`config.mk`:
```
export PLATFORM = sky130hd
export DESIGN_NAME = mod_n_counter
export DESIGN_NICKNAME = d
export VERILOG_FILES = /design/src/rtl/cnt_pkg.sv /design/src/rtl/bcd_digit.sv /design/src/rtl/mod_n_counter.sv
export SDC_FILE = /design/constraint.sdc
export NUM_CORES = 1
export LEC_CHECK = 0
export CAP_MARGIN = 20
export CORE_MARGIN = 1
export CORE_UTILIZATION = 45
export DETAILED_ROUTE_END_ITERATION = 10
export HOLD_SLACK_MARGIN = 0.06
export PLACE_DENSITY_LB_ADDON = 0.05
export RECOVER_POWER = 50
export SYNTH_ARGS = -nofsm -noshare
export SYNTH_HDL_FRONTEND = slang
export SYNTH_SLANG_ARGS = --single-unit
```
`constraint.sdc`:
```
create_clock -name Clk -period 3.2 [get_ports Clk]
set_input_delay 0.32 -clock Clk [delete_from_list [all_inputs] [get_ports Clk]]
set_output_delay 0.32 -clock Clk [all_outputs]
set_load 0.01 [all_outputs]
```
`src/rtl/cnt_pkg.sv`:
```
// Shared constants and helpers for the modulo-N counter family.
// Holds direction constants, terminal-value/BCD conversion helpers and parameter legality rules.
package cnt_pkg;

    localparam logic UP = 1'b1;
    localparam logic DN = 1'b0;

    function automatic longint unsigned term_value(input longint unsigned modulus, input logic up);
        return (up == UP) ? modulus - 64'd1 : 64'd0;
    endfunction

    function automatic longint unsigned bcd_to_bin(input logic [63:0] bcd);
        longint unsigned acc;
        acc = 64'd0;
        for (int k = 15; k >= 0; k--) begin
            acc = acc * 64'd10 + 64'(bcd[4*k +: 4]);
        end
        return acc;
    endfunction

    function automatic logic [63:0] bin_to_bcd(input longint unsigned value);
        logic [63:0] res;
        longint unsigned rem;
        res = '0;
        rem = value;
        for (int k = 0; k < 16; k++) begin
            res[4*k +: 4] = 4'(rem % 64'd10);
            rem = rem / 64'd10;
        end
        return res;
    endfunction

    function automatic logic bcd_valid(input logic [63:0] bcd);
        logic ok;
        ok = 1'b1;
        for (int k = 0; k < 16; k++) begin
            if (bcd[4*k +: 4] > 4'd9) ok = 1'b0;
        end
        return ok;
    endfunction

    function automatic longint unsigned pow10(input int unsigned n);
        longint unsigned p;
        p = 64'd1;
        for (int unsigned k = 0; k < n; k++) p = p * 64'd10;
        return p;
    endfunction

    // BCD builds need whole digits; both builds cap width so 64-bit helpers never overflow.
    function automatic logic params_legal(input int unsigned width, input longint unsigned modulus,
                                          input logic is_bcd);
        if (modulus < 64'd2) return 1'b0;
        if (is_bcd) begin
            return (width % 4 == 0) && (width >= 4) && (width <= 60) && (modulus <= pow10(width / 4));
        end
        return (width >= 1) && (width <= 63) && (modulus <= (64'd1 << width));
    endfunction

endpackage

```
`src/rtl/bcd_digit.sv`:
```
// One decimal digit of a packed-BCD up/down counter.
// Steps by one when carry-in is set and reports decade carry/borrow plus digit validity.
module bcd_digit (
    input  logic [3:0] digit,
    input  logic       up,
    input  logic       cin,
    output logic [3:0] next_digit,
    output logic       cout,
    output logic       valid
);

    always_comb begin
        next_digit = digit;
        cout       = 1'b0;
        if (cin) begin
            if (up) begin
                if (digit >= 4'd9) begin
                    next_digit = 4'd0;
                    cout       = 1'b1;
                end else begin
                    next_digit = digit + 4'd1;
                end
            end else begin
                if (digit == 4'd0) begin
                    next_digit = 4'd9;
                    cout       = 1'b1;
                end else begin
                    next_digit = digit - 4'd1;
                end
            end
        end
    end

    assign valid = (digit <= 4'd9);

endmodule

```
`src/rtl/mod_n_counter.sv`:
```
// Parametrised modulo-N up/down counter with load, terminal count, wrap and range-error pulses.
// Define MOD_BCD_EN to count in packed BCD instead of binary.
module mod_n_counter
    import cnt_pkg::*;
#(
    parameter int unsigned     WIDTH   = 8,
    parameter longint unsigned MODULUS = 200
) (
    input  logic             Clk,
    input  logic             MR,
    input  logic             CE,
    input  logic             UpDn,
    input  logic             Load,
    input  logic [WIDTH-1:0] D,
    output logic [WIDTH-1:0] Q,
    output logic             C,
    output logic             Wrap,
    output logic             Err
);

`ifdef MOD_BCD_EN
    localparam logic IS_BCD = 1'b1;
    localparam logic [63:0] TOP_ENC = bin_to_bcd(term_value(MODULUS, UP));
    localparam logic [63:0] BOT_ENC = bin_to_bcd(term_value(MODULUS, DN));
`else
    localparam logic IS_BCD = 1'b0;
    localparam logic [63:0] TOP_ENC = 64'(term_value(MODULUS, UP));
    localparam logic [63:0] BOT_ENC = 64'(term_value(MODULUS, DN));
`endif
    localparam logic [WIDTH-1:0] TOP_VAL = TOP_ENC[WIDTH-1:0];
    localparam logic [WIDTH-1:0] BOT_VAL = BOT_ENC[WIDTH-1:0];

    if (!params_legal(WIDTH, MODULUS, IS_BCD)) begin : g_bad_params
        $error("mod_n_counter: illegal WIDTH/MODULUS combination");
    end

    logic [WIDTH-1:0] q_q, q_d;
    logic             wrap_q, wrap_d;
    logic             err_q, err_d;
    logic [WIDTH-1:0] q_step;
    logic [WIDTH-1:0] tv;
    logic             q_in_range;
    logic             d_in_range;

    assign tv = UpDn ? TOP_VAL : BOT_VAL;

`ifdef MOD_BCD_EN
    localparam int unsigned NDIG = WIDTH / 4;
    logic [NDIG:0]   carry;
    logic [NDIG-1:0] digit_ok;
    logic            carry_unused;

    // The low digit always steps; higher digits step only on a decade carry/borrow.
    assign carry[0]     = 1'b1;
    assign carry_unused = carry[NDIG];

    for (genvar g = 0; g < NDIG; g++) begin : g_digit
        bcd_digit u_digit (
            .digit      (q_q[4*g +: 4]),
            .up         (UpDn),
            .cin        (carry[g]),
            .next_digit (q_step[4*g +: 4]),
            .cout       (carry[g+1]),
            .valid      (digit_ok[g])
        );
    end

    assign q_in_range = (&digit_ok) && (bcd_to_bin(64'(q_q)) < MODULUS);
    assign d_in_range = bcd_valid(64'(D)) && (bcd_to_bin(64'(D)) < MODULUS);
`else
    assign q_step     = UpDn ? q_q + WIDTH'(1) : q_q - WIDTH'(1);
    assign q_in_range = (64'(q_q) < MODULUS);
    assign d_in_range = (64'(D) < MODULUS);
`endif

    // Load beats count; the terminal value is swapped for the opposite end to wrap modulo MODULUS.
    always_comb begin
        q_d    = q_q;
        wrap_d = 1'b0;
        err_d  = 1'b0;
        if (Load) begin
            if (d_in_range) begin
                q_d = D;
            end else begin
                q_d   = '0;
                err_d = 1'b1;
            end
        end else if (CE) begin
            if (!q_in_range) begin
                q_d = '0;
            end else if (q_q == tv) begin
                q_d    = UpDn ? BOT_VAL : TOP_VAL;
                wrap_d = 1'b1;
            end else begin
                q_d = q_step;
            end
        end
    end

    always_ff @(posedge Clk or posedge MR) begin
        if (MR) begin
            q_q    <= '0;
            wrap_q <= 1'b0;
            err_q  <= 1'b0;
        end else begin
            q_q    <= q_d;
            wrap_q <= wrap_d;
            err_q  <= err_d;
        end
    end

    assign Q    = q_q;
    assign C    = CE & (q_q == tv);
    assign Wrap = wrap_q;
    assign Err  = err_q;

endmodule

```
==> flow_summary.ini <==
[routing]
wl_per_cell_um = 15.8
vias = 905
firstDrtPassIters = 4
drc_errors = 0
drt_wl_total_mm = 2.35
ant_nets = 0
first_iter_violations = 32
vias_per_cell = 6.07

[clock_tree]
max-clock-path-buffers = 2
cts_sinks = 10
tritoncts = built
root_buffer = clkbuf_4
cts_resized = 0
post_cts.repair.setup_buffers = 0
cts_buffers = 3
clkSlewWorstSetupHoldPaths_ns = 0.08
cts_hold_buf = 0
cts_htree_levels = 1
clock_latency_ns = 0.29

[worst_setup_path]
critPathMaxStageDelay_ns = 0.62
worstPathCellList = clkdlybuf4s50_1 > inv_1 > ha_1 > nand3_1 > a211oi_4 > and2_1 > clkdlybuf4s50_1
cp.arrival_ns = 2.65
reg2reg_slack_ns = 1.04
crit_family = buffers and inverters
crit_fanout = 7
cp_common_cell = clkdlybuf4s50_1
end_kind = primary output
start_kind = input port
slowest_stage = clkdlybuf4s50_1
required_ns = 2.88
crit_type = in -> out
crit_buf_inv = 3

[synth]
synthXorXnorAreaFrac_pct = 3.91
synth_top_family_by_area = compound AO/OA/AOI/OAI gates
synth_adder_area_share_pct = 10.6
yosys.area_share.simple_pct = 17.3
synth_compound_area_share_pct = 36.5
postSynthNetCount = 117
syn_inst = 97
ys_warn_count = 0
syn_area_per_cell_um2 = 9.24
ys_types = 43
synth-seq-area-share_pct = 27.9
ys_ff_latch = 10
netlist_area_um2 = 896
muxShareOfSynthArea_pct = 0

[die]
ios = 24
die_h_um = 46.6
initial_core_util_pct = 49.7
core-area_um2 = 1800
row_count = 15
dieArea_um2 = 2170
dieWidth_um = 46.6

[global_routing]
antenna_found_initial = 0
grt_pass1_vias = 797
grt_max_degree = 11
grt_first_pass_wirelength_mm = 3.93
gr-total-overflow = 0
track_usage_pct = 26.5

[hold_path]
hold_path_class = in -> async

[layout]
final_nets = 145
antenna_cells = 0
area_growth_pct = 32.8
drive_gt1_share_pct = 10.5
instances_no_fill = 149

[placed_design]
dp.cells = 145
place_ws_ns = 0.246
dp_hpwl_mm = 1.81
numPortBuffers = 23
gp_congestion = 0.874

[sta]
finalHoldViolCount = 0
final-setup-viol-count = 0
fin_crit_sh_pct = 92.7
fmax_ghz = 0.337
fin_ws_ns = 0.233
period_minus_slack_ns = 2.97
finalMaxSlewViolations = 0
rsz0062_at_grt = no
fin_setup_tns_ns = 0
maxSlewHeadroom_pct = 56.4
worst_pin_slew_ns = 0.651
finalClockSkew_ns = 0.0124

[power_and_ir_drop]
ir_worst_vdd_mv = 0.406
leakagePower_nw = 0.492
power_density_nw_per_um2 = 703

[flow_run]
maxCapViolations = 0

[outcome]
outcome = finished, final reports clean
layer usage:
layer	wire, um	part of all wire [%]	global-route usage [%]	vias up
li1	-	-	-	431
met2	1120	48	42.8	32
met1	1040	44	35.2	440
met4	29	1.2	8.57	0
met5	0	0	0	-
met3	162	6.9	5.10	2
Yosys cell counts (all sizes together):
cell type / instances / area share, %
a2111oi: 1 / 1.1
a211oi: 4 / 5.3
a21o: 3 / 2.5
a21oi: 9 / 5.0
a221o: 3 / 3.4
a221oi: 2 / 2.0
a22o: 1 / 0.98
a311o: 1 / 1.1
a311oi: 1 / 0.98
a31oi: 3 / 3.8
and2: 1 / 0.70
and3: 1 / 0.70
buf: 1 / 1.3
dfrtp: 10 / 28
fa: 1 / 2.2
ha: 6 / 8.4
inv: 6 / 2.5
nand2: 5 / 2.1
nand2b: 1 / 0.70
nand3: 2 / 1.1
nand3b: 1 / 0.84
nor2: 8 / 3.4
nor2b: 1 / 0.70
nor3: 1 / 0.56
nor3b: 2 / 1.7
o211ai: 1 / 0.84
o21a: 2 / 1.7
o21ai: 4 / 2.2
o21bai: 1 / 1.3
o221ai: 1 / 0.98
o22ai: 1 / 0.70
o31a: 1 / 0.98
o31ai: 2 / 1.7
or2: 2 / 1.7
or3: 3 / 3.2
xnor2: 3 / 2.9
xor2: 1 / 0.98
worst reg2reg max path, cell delays in order (launching register included):
cell and delay [ns]:
dfrtp_1 0.42, ha_1 0.38, o211ai_1 0.19, o21ai_1 0.16, a311o_1 0.39, a2111oi_1 0.37
a211oi_1 0.11
area by class of cell:
type                       count  area (um2)
clock buffer                   4        36.3
multi-input combinational     80         612
fill                         166         612
sequential                    10         250
timing repair buffer          24         238
inverter                       6        22.5
tap                           25        31.3
cells in the final DEF (no fill, tap or decap), types with 2 or more instances in the layout:
cell type and n:
clkbuf_4 3, a221oi_1 2, a221o_1 3, a21o_1 3, or3_4 2, a211oi_1 2, xnor2_1 3, o21ai_1 3
dlygate4sd3_1 6, inv_1 6, clkdlybuf4s50_1 17, o31ai_1 2, nor2_1 8, ha_1 6, o21a_1 2, a21oi_1 9
nand2_1 5, dfrtp_1 10, a31oi_1 2, nand3_1 2, nor3b_1 2
final timing paths:
check / cells past startpoint / startpoint / end
max: 7 / UpDn / C
min: 2 / MR / Q[2]
max reg2reg: 6 / Q[2] / Q[7]
min reg2reg: 1 / Q[2] / Q[2]
max in group asynchronous: 2 / MR / Wrap
min in group Clk: 1 / Q[2] / Q[2]
cell families after synthesis:
family,count (synthesis)
adder cells (fa/ha/maj),7
XOR/XNOR,4
buffers and inverters,7
AO/OA/AOI/OAI,41
flip-flops,10
AND/OR/NAND/NOR,28
metrics by stage:
stage	hold WS, ns	util [%]	area, um2	power [mW]
6_report	0.438	66.0	1190	0.837
2_1_floorplan	0.160	-	896	0.558
3_3_place_gp	0.571	64.0	1150	0.700
4_1_cts	0.325	66.0	1190	0.835
3_5_place_dp	0.559	64.0	1150	0.709
5_1_grt	0.493	66.0	1190	0.902
report_power, final:
part	switching [mW]	internal, mW	leakage (nW)	total [mW]
combinational	0.241	0.248	0.347	0.489
sequential	0.0623	0.162	0.125	0.224
clock	0.0548	0.0693	0.0210	0.124
sequential cells by signal, indices dropped and copies added, names as in the netlist:
register and count:
Q 8, Err 1, Wrap 1
Power figures use the tool's default switching activity.
